## config.mk

```make
export PLATFORM = sky130hd
export DESIGN_NAME = dmem_mmio
export DESIGN_NICKNAME = d
export VERILOG_FILES = /design/src/rtl/dmem_mmio.sv
export SDC_FILE = /design/constraint.sdc
export NUM_CORES = 2
export LEC_CHECK = 0
export ABC_AREA = 1
export CAP_MARGIN = 20
export CORE_AREA = 2 2 432 434
export DETAILED_ROUTE_END_ITERATION = 8
export DIE_AREA = 0 0 434 436
export PLACE_DENSITY_LB_ADDON = 0.12
export SETUP_SLACK_MARGIN = 0.1
export SYNTH_ARGS = -nofsm -noshare
export SYNTH_HDL_FRONTEND = slang
export SYNTH_SLANG_ARGS = --single-unit
```

## constraint.sdc

```tcl
create_clock -name clk -period 6.6 [get_ports clk]
set_input_delay 0.99 -clock clk [delete_from_list [all_inputs] [get_ports clk]]
set_output_delay 0.99 -clock clk [all_outputs]
set_load 0.02 [all_outputs]
```

## src/rtl/dmem_mmio.sv

```systemverilog
// Data-side memory stage: word RAM plus an MMIO page holding a free-running
// cycle counter and a byte transmit FIFO drained over a valid/ready handshake.
module dmem_mmio #(
  parameter int RAM_WORDS  = 64,
  parameter int FIFO_DEPTH = 8
) (
  input  logic        clk,
  input  logic        reset,
  input  logic        we,
  input  logic [31:0] a,
  input  logic [31:0] wd,
  output logic [31:0] rd,
  output logic        tx_valid,
  output logic [7:0]  tx_data,
  input  logic        tx_ready
);

  localparam int RAM_AW  = $clog2(RAM_WORDS);
  localparam int FIFO_AW = $clog2(FIFO_DEPTH);
  localparam int CNT_W   = FIFO_AW + 1;
  localparam logic [CNT_W-1:0] FULL_CNT = CNT_W'(FIFO_DEPTH);

  logic [31:0]        r_ram  [RAM_WORDS];
  logic [7:0]         r_fifo [FIFO_DEPTH];
  logic [FIFO_AW-1:0] r_rptr;
  logic [FIFO_AW-1:0] r_wptr;
  logic [CNT_W-1:0]   r_count;
  logic               r_ovf;
  logic [31:0]        r_cycle;

  logic              w_mmio;
  logic              w_sel_cyc;
  logic              w_sel_tx;
  logic              w_sel_stat;
  logic              w_ram_we;
  logic              w_cyc_wr;
  logic              w_stat_wr;
  logic              w_tx_wr;
  logic              w_empty;
  logic              w_full;
  logic              w_pop;
  logic              w_push;
  logic              w_drop;
  logic [RAM_AW-1:0] w_ram_idx;
  logic [8:0]        w_cnt9;
  logic [31:0]       w_status;
  logic              w_unused_bits;

  // Byte lane bits never take part in decode; offsets are compared word-aligned.
  assign w_mmio     = (a[31:16] == 16'hFFFF);
  assign w_sel_cyc  = w_mmio && (a[15:2] == 14'h0000);
  assign w_sel_tx   = w_mmio && (a[15:2] == 14'h0001);
  assign w_sel_stat = w_mmio && (a[15:2] == 14'h0002);
  assign w_ram_idx  = a[RAM_AW+1:2];

  assign w_ram_we  = we && !w_mmio;
  assign w_cyc_wr  = we && w_sel_cyc;
  assign w_stat_wr = we && w_sel_stat;
  assign w_tx_wr   = we && w_sel_tx;

  assign w_empty = (r_count == '0);
  assign w_full  = (r_count == FULL_CNT);
  assign w_pop   = tx_valid && tx_ready;
  // A pop in the same cycle frees a slot, so a full FIFO still accepts the push.
  assign w_push  = w_tx_wr && (!w_full || w_pop);
  assign w_drop  = w_tx_wr && w_full && !w_pop;

  assign w_cnt9   = 9'(r_count);
  assign w_status = {16'h0000, w_cnt9[7:0], 5'b00000, r_ovf, w_full, w_empty};

  assign w_unused_bits = ^{a[1:0], w_cnt9[8]};

  assign tx_valid = !w_empty;
  assign tx_data  = w_empty ? 8'h00 : r_fifo[r_rptr];

  always_comb begin
    rd = 32'h0000_0000;
    if (!w_mmio) begin
      rd = r_ram[w_ram_idx];
    end else if (w_sel_cyc) begin
      rd = r_cycle;
    end else if (w_sel_stat) begin
      rd = w_status;
    end
  end

  always_ff @(posedge clk) begin
    if (reset && w_ram_we) begin
      r_ram[w_ram_idx] <= wd;
    end
  end

  always_ff @(posedge clk) begin
    if (reset && w_push) begin
      r_fifo[r_wptr] <= wd[7:0];
    end
  end

  always_ff @(posedge clk) begin
    if (!reset) begin
      r_rptr  <= '0;
      r_wptr  <= '0;
      r_count <= '0;
      r_ovf   <= 1'b0;
      r_cycle <= 32'h0000_0000;
    end else begin
      if (w_pop) begin
        r_rptr <= r_rptr + FIFO_AW'(1);
      end
      if (w_push) begin
        r_wptr <= r_wptr + FIFO_AW'(1);
      end
      case ({w_push, w_pop})
        2'b10:   r_count <= r_count + CNT_W'(1);
        2'b01:   r_count <= r_count - CNT_W'(1);
        default: r_count <= r_count;
      endcase
      if (w_drop) begin
        r_ovf <= 1'b1;
      end else if (w_stat_wr && wd[2]) begin
        r_ovf <= 1'b0;
      end
      if (w_cyc_wr) begin
        r_cycle <= wd;
      end else begin
        r_cycle <= r_cycle + 32'd1;
      end
    end
  end

endmodule

```

==> reports/results.ini <==
[logic_synthesis]
synthDistinctLibCells = 37
mappedNetlistNets = 8892
ys_seq_area_share_pct = 70.2
syn-cell-area_sq_um = 91600
ys.warnings.count = 0
postSynthCellCount = 8818
syn_avg_cell_area_sq_um = 10.4
synth_seq_cells = 2158

[layout]
finalInstanceArea_sq_um = 103000
layout_common_cells = nand2_1, edfxtp_1, inv_1
drive_above_1_share_pct = 6.83
final_core_util_pct = 55.7
syn2layout_area_growth_pct = 12.3
final_common_cell = nand2_1
fillerInstances = 15706
final_net_count = 8999

[sta]
final_max_slew_viol_count = 0
max_freq_ghz = 0.178
clock_skew_ns = 0.0138
slew_headroom_pct = 21.4
finalCriticalPeriod_ns = 5.60
finalCritPeriodShare_pct = 84.9
rsz0062_at_grt = no
worst_pin_slew_ns = 1.18
setup_violations = 0
setup_tns_ns = 0
finalHoldViolCount = 0

[die]
placementRows = 158
io_pins = 109
dieArea_sq_um = 189000
die_height_microns = 436
coreArea_sq_um = 185000
start_util_pct = 49.6
die_w_microns = 434

[clock_tree]
cts_root_buffer = clkbuf_16
cts_buffers = 221
insertion_delay_ns = 0.86
postCtsSetupRepairBufs = 0
path_clk_slew_ns = 0.06
cts_tree = done
post_cts_resized = 0
clockBufferDepth = 3
h-tree-depth = 4
cts_sinks = 2158
hold_buffers = 0

[placed_design]
placed_area_sq_um = 96100
routabilityCongestion = 0.921
portBuffers = 106
hpwl_microns = 147000

[routing]
wirelength_microns = 269000
dr.pass1.iters = 6
post_drt_wl_per_cell_microns = 23.2
vias = 61979
dr.first_iter.drc_count = 6524
detail-route-antenna-nets = 0
via_per_inst = 5.35
drc = 0

[worst_setup_path]
crit_type = in -> out
cp-endpoint = rd[27]
rr_worst_depth = 15
crit_arrival_ns = 4.61
crit_start = a[2]
cp_max_fo = 61
r2r_start = r_count[0]
endpoint_kind = output pin
r2r_end = r_count[3]
critPathLaunchType = primary input
crit_required_ns = 5.61
r2r_slack_ns = 3.92

[global_route]
grt_overflow = 0
grt_usage_pct = 28.3
antenna_found_initial = 11
first_global_vias = 58843
grt_pass1_wl_microns = 390000
grt_max_degree = 168

[power_and_ir_drop]
power_density_nw_per_um2 = 286
ir_worst_vdd_mv = 0.235
p_leak_uw = 0.0415
finalPower_uw = 29500

[status]
status = completed

[hold_path]
worstHoldPathType = reg -> reg
min_delay_path_depth = 2

[run]
maxCapViolations = 0

area by class of cell:
type                       count  area [sq um]  share of cell area [%]
inverter                     984          3710                    3.61
timing repair buffer         311          2910                    2.83
clock inverter               121           948                   0.921
antenna                        8          20.0                  0.0195
clock buffer                 278          5790                    5.62
multi-input combinational   5249         22100                    21.5
sequential                  2158         64300                    62.5
tap                         2480          3100                    3.01
synth_stat cells, drive strengths merged:
| cell type | number | area (sq um) |
|---|---|---|
| a211oi | 2 | 15.0 |
| a21oi | 166 | 831 |
| a31oi | 12 | 75.1 |
| and3 | 1 | 6.26 |
| buf | 285 | 1470 |
| clkbuf | 142 | 533 |
| clkinv | 2 | 7.51 |
| dfxtp | 46 | 921 |
| edfxtp | 2112 | 63400 |
| fa | 1 | 20.0 |
| ha | 5 | 62.6 |
| inv | 982 | 3690 |
| nand2 | 3665 | 13800 |
| nand3 | 735 | 3690 |
| nand3b | 1 | 7.51 |
| nand4 | 76 | 482 |
| nor2 | 380 | 1480 |
| nor3 | 17 | 90.1 |
| nor4 | 1 | 6.26 |
| o211ai | 5 | 37.5 |
| o21ai | 146 | 731 |
| o22ai | 8 | 50.1 |
| or2 | 3 | 18.8 |
| xnor2 | 12 | 105 |
| xor2 | 13 | 114 |
how the worst min path moves through the flow:
stage | slack, ns | to | start
2_1_floorplan | 0.43 | flip-flop | r_rptr[2]
3_3_place_gp | 0.45 | r_rptr[2] | r_rptr[2]
3_5_place_dp | 0.47 | r_rptr[2] | r_rptr[2]
4_1_cts | 0.47 | flip-flop | r_rptr[2]
5_1_grt | 0.49 | flip-flop | r_rptr[2]
6_report | 0.46 | flip-flop | r_rptr[2]
sequential cells by signal, indices dropped and copies added (netlist names), named ones only:
name,count
r_cycle,32
r_count,4
r_rptr,3
r_wptr,3
r_ram,2048
r_ovf,1
r_fifo,64
cells by family after synthesis:
| kind of cell | share of synthesized area [%] |
|---|---|
| AOI/OAI and AO/OA | 1.90 |
| DFF | 70.2 |
| adders and majority gates | 0.0901 |
| buffers and inverters | 6.21 |
| and+or+nand+nor | 21.3 |
| xor gates and xnor gates | 0.239 |
stage by stage:
stage	std cells	worst slack [ns]	hold WS, ns
after floorplan	8818	1.42	0.433
after global placement	11180	0.974	0.447
after detailed placement	11181	0.971	0.467
after CTS	11580	0.968	0.474
after global routing	11581	0.772	0.493
final	11589	0.997	0.462
worst max-delay path, cell delays in order:
cell and delay [ns]:
buf_8 0.45, inv_8 0.33, nor2_4 0.15, buf_4 0.31, buf_4 0.56, nand2_1 0.10
nand4_1 0.11, nand3_1 0.08, nand2_1 0.10, nand2_1 0.05, nand2_1 0.18, o21ai_1 0.22
nand2_1 0.26, clkdlybuf4s50_1 0.63
per-layer routing:
layer  track usage [%]  part of all wire (%)  routed length, microns  up-vias
met5                 0                     0                       0        -
met4              13.6                   5.3                   14300        0
met3              3.96                   7.2                   19400      509
met2              46.9                    48                  129000     2471
met1              36.9                    40                  107000    30003
li1                  -                     -                       -    28996
where the power goes:
part           leakage [uW]  switching, uW  internal (uW)
Sequential           0.0194           51.4          15100
Combinational        0.0188           1820            676
Clock               0.00329           5290           6510
Power figures use the tool's default switching activity.
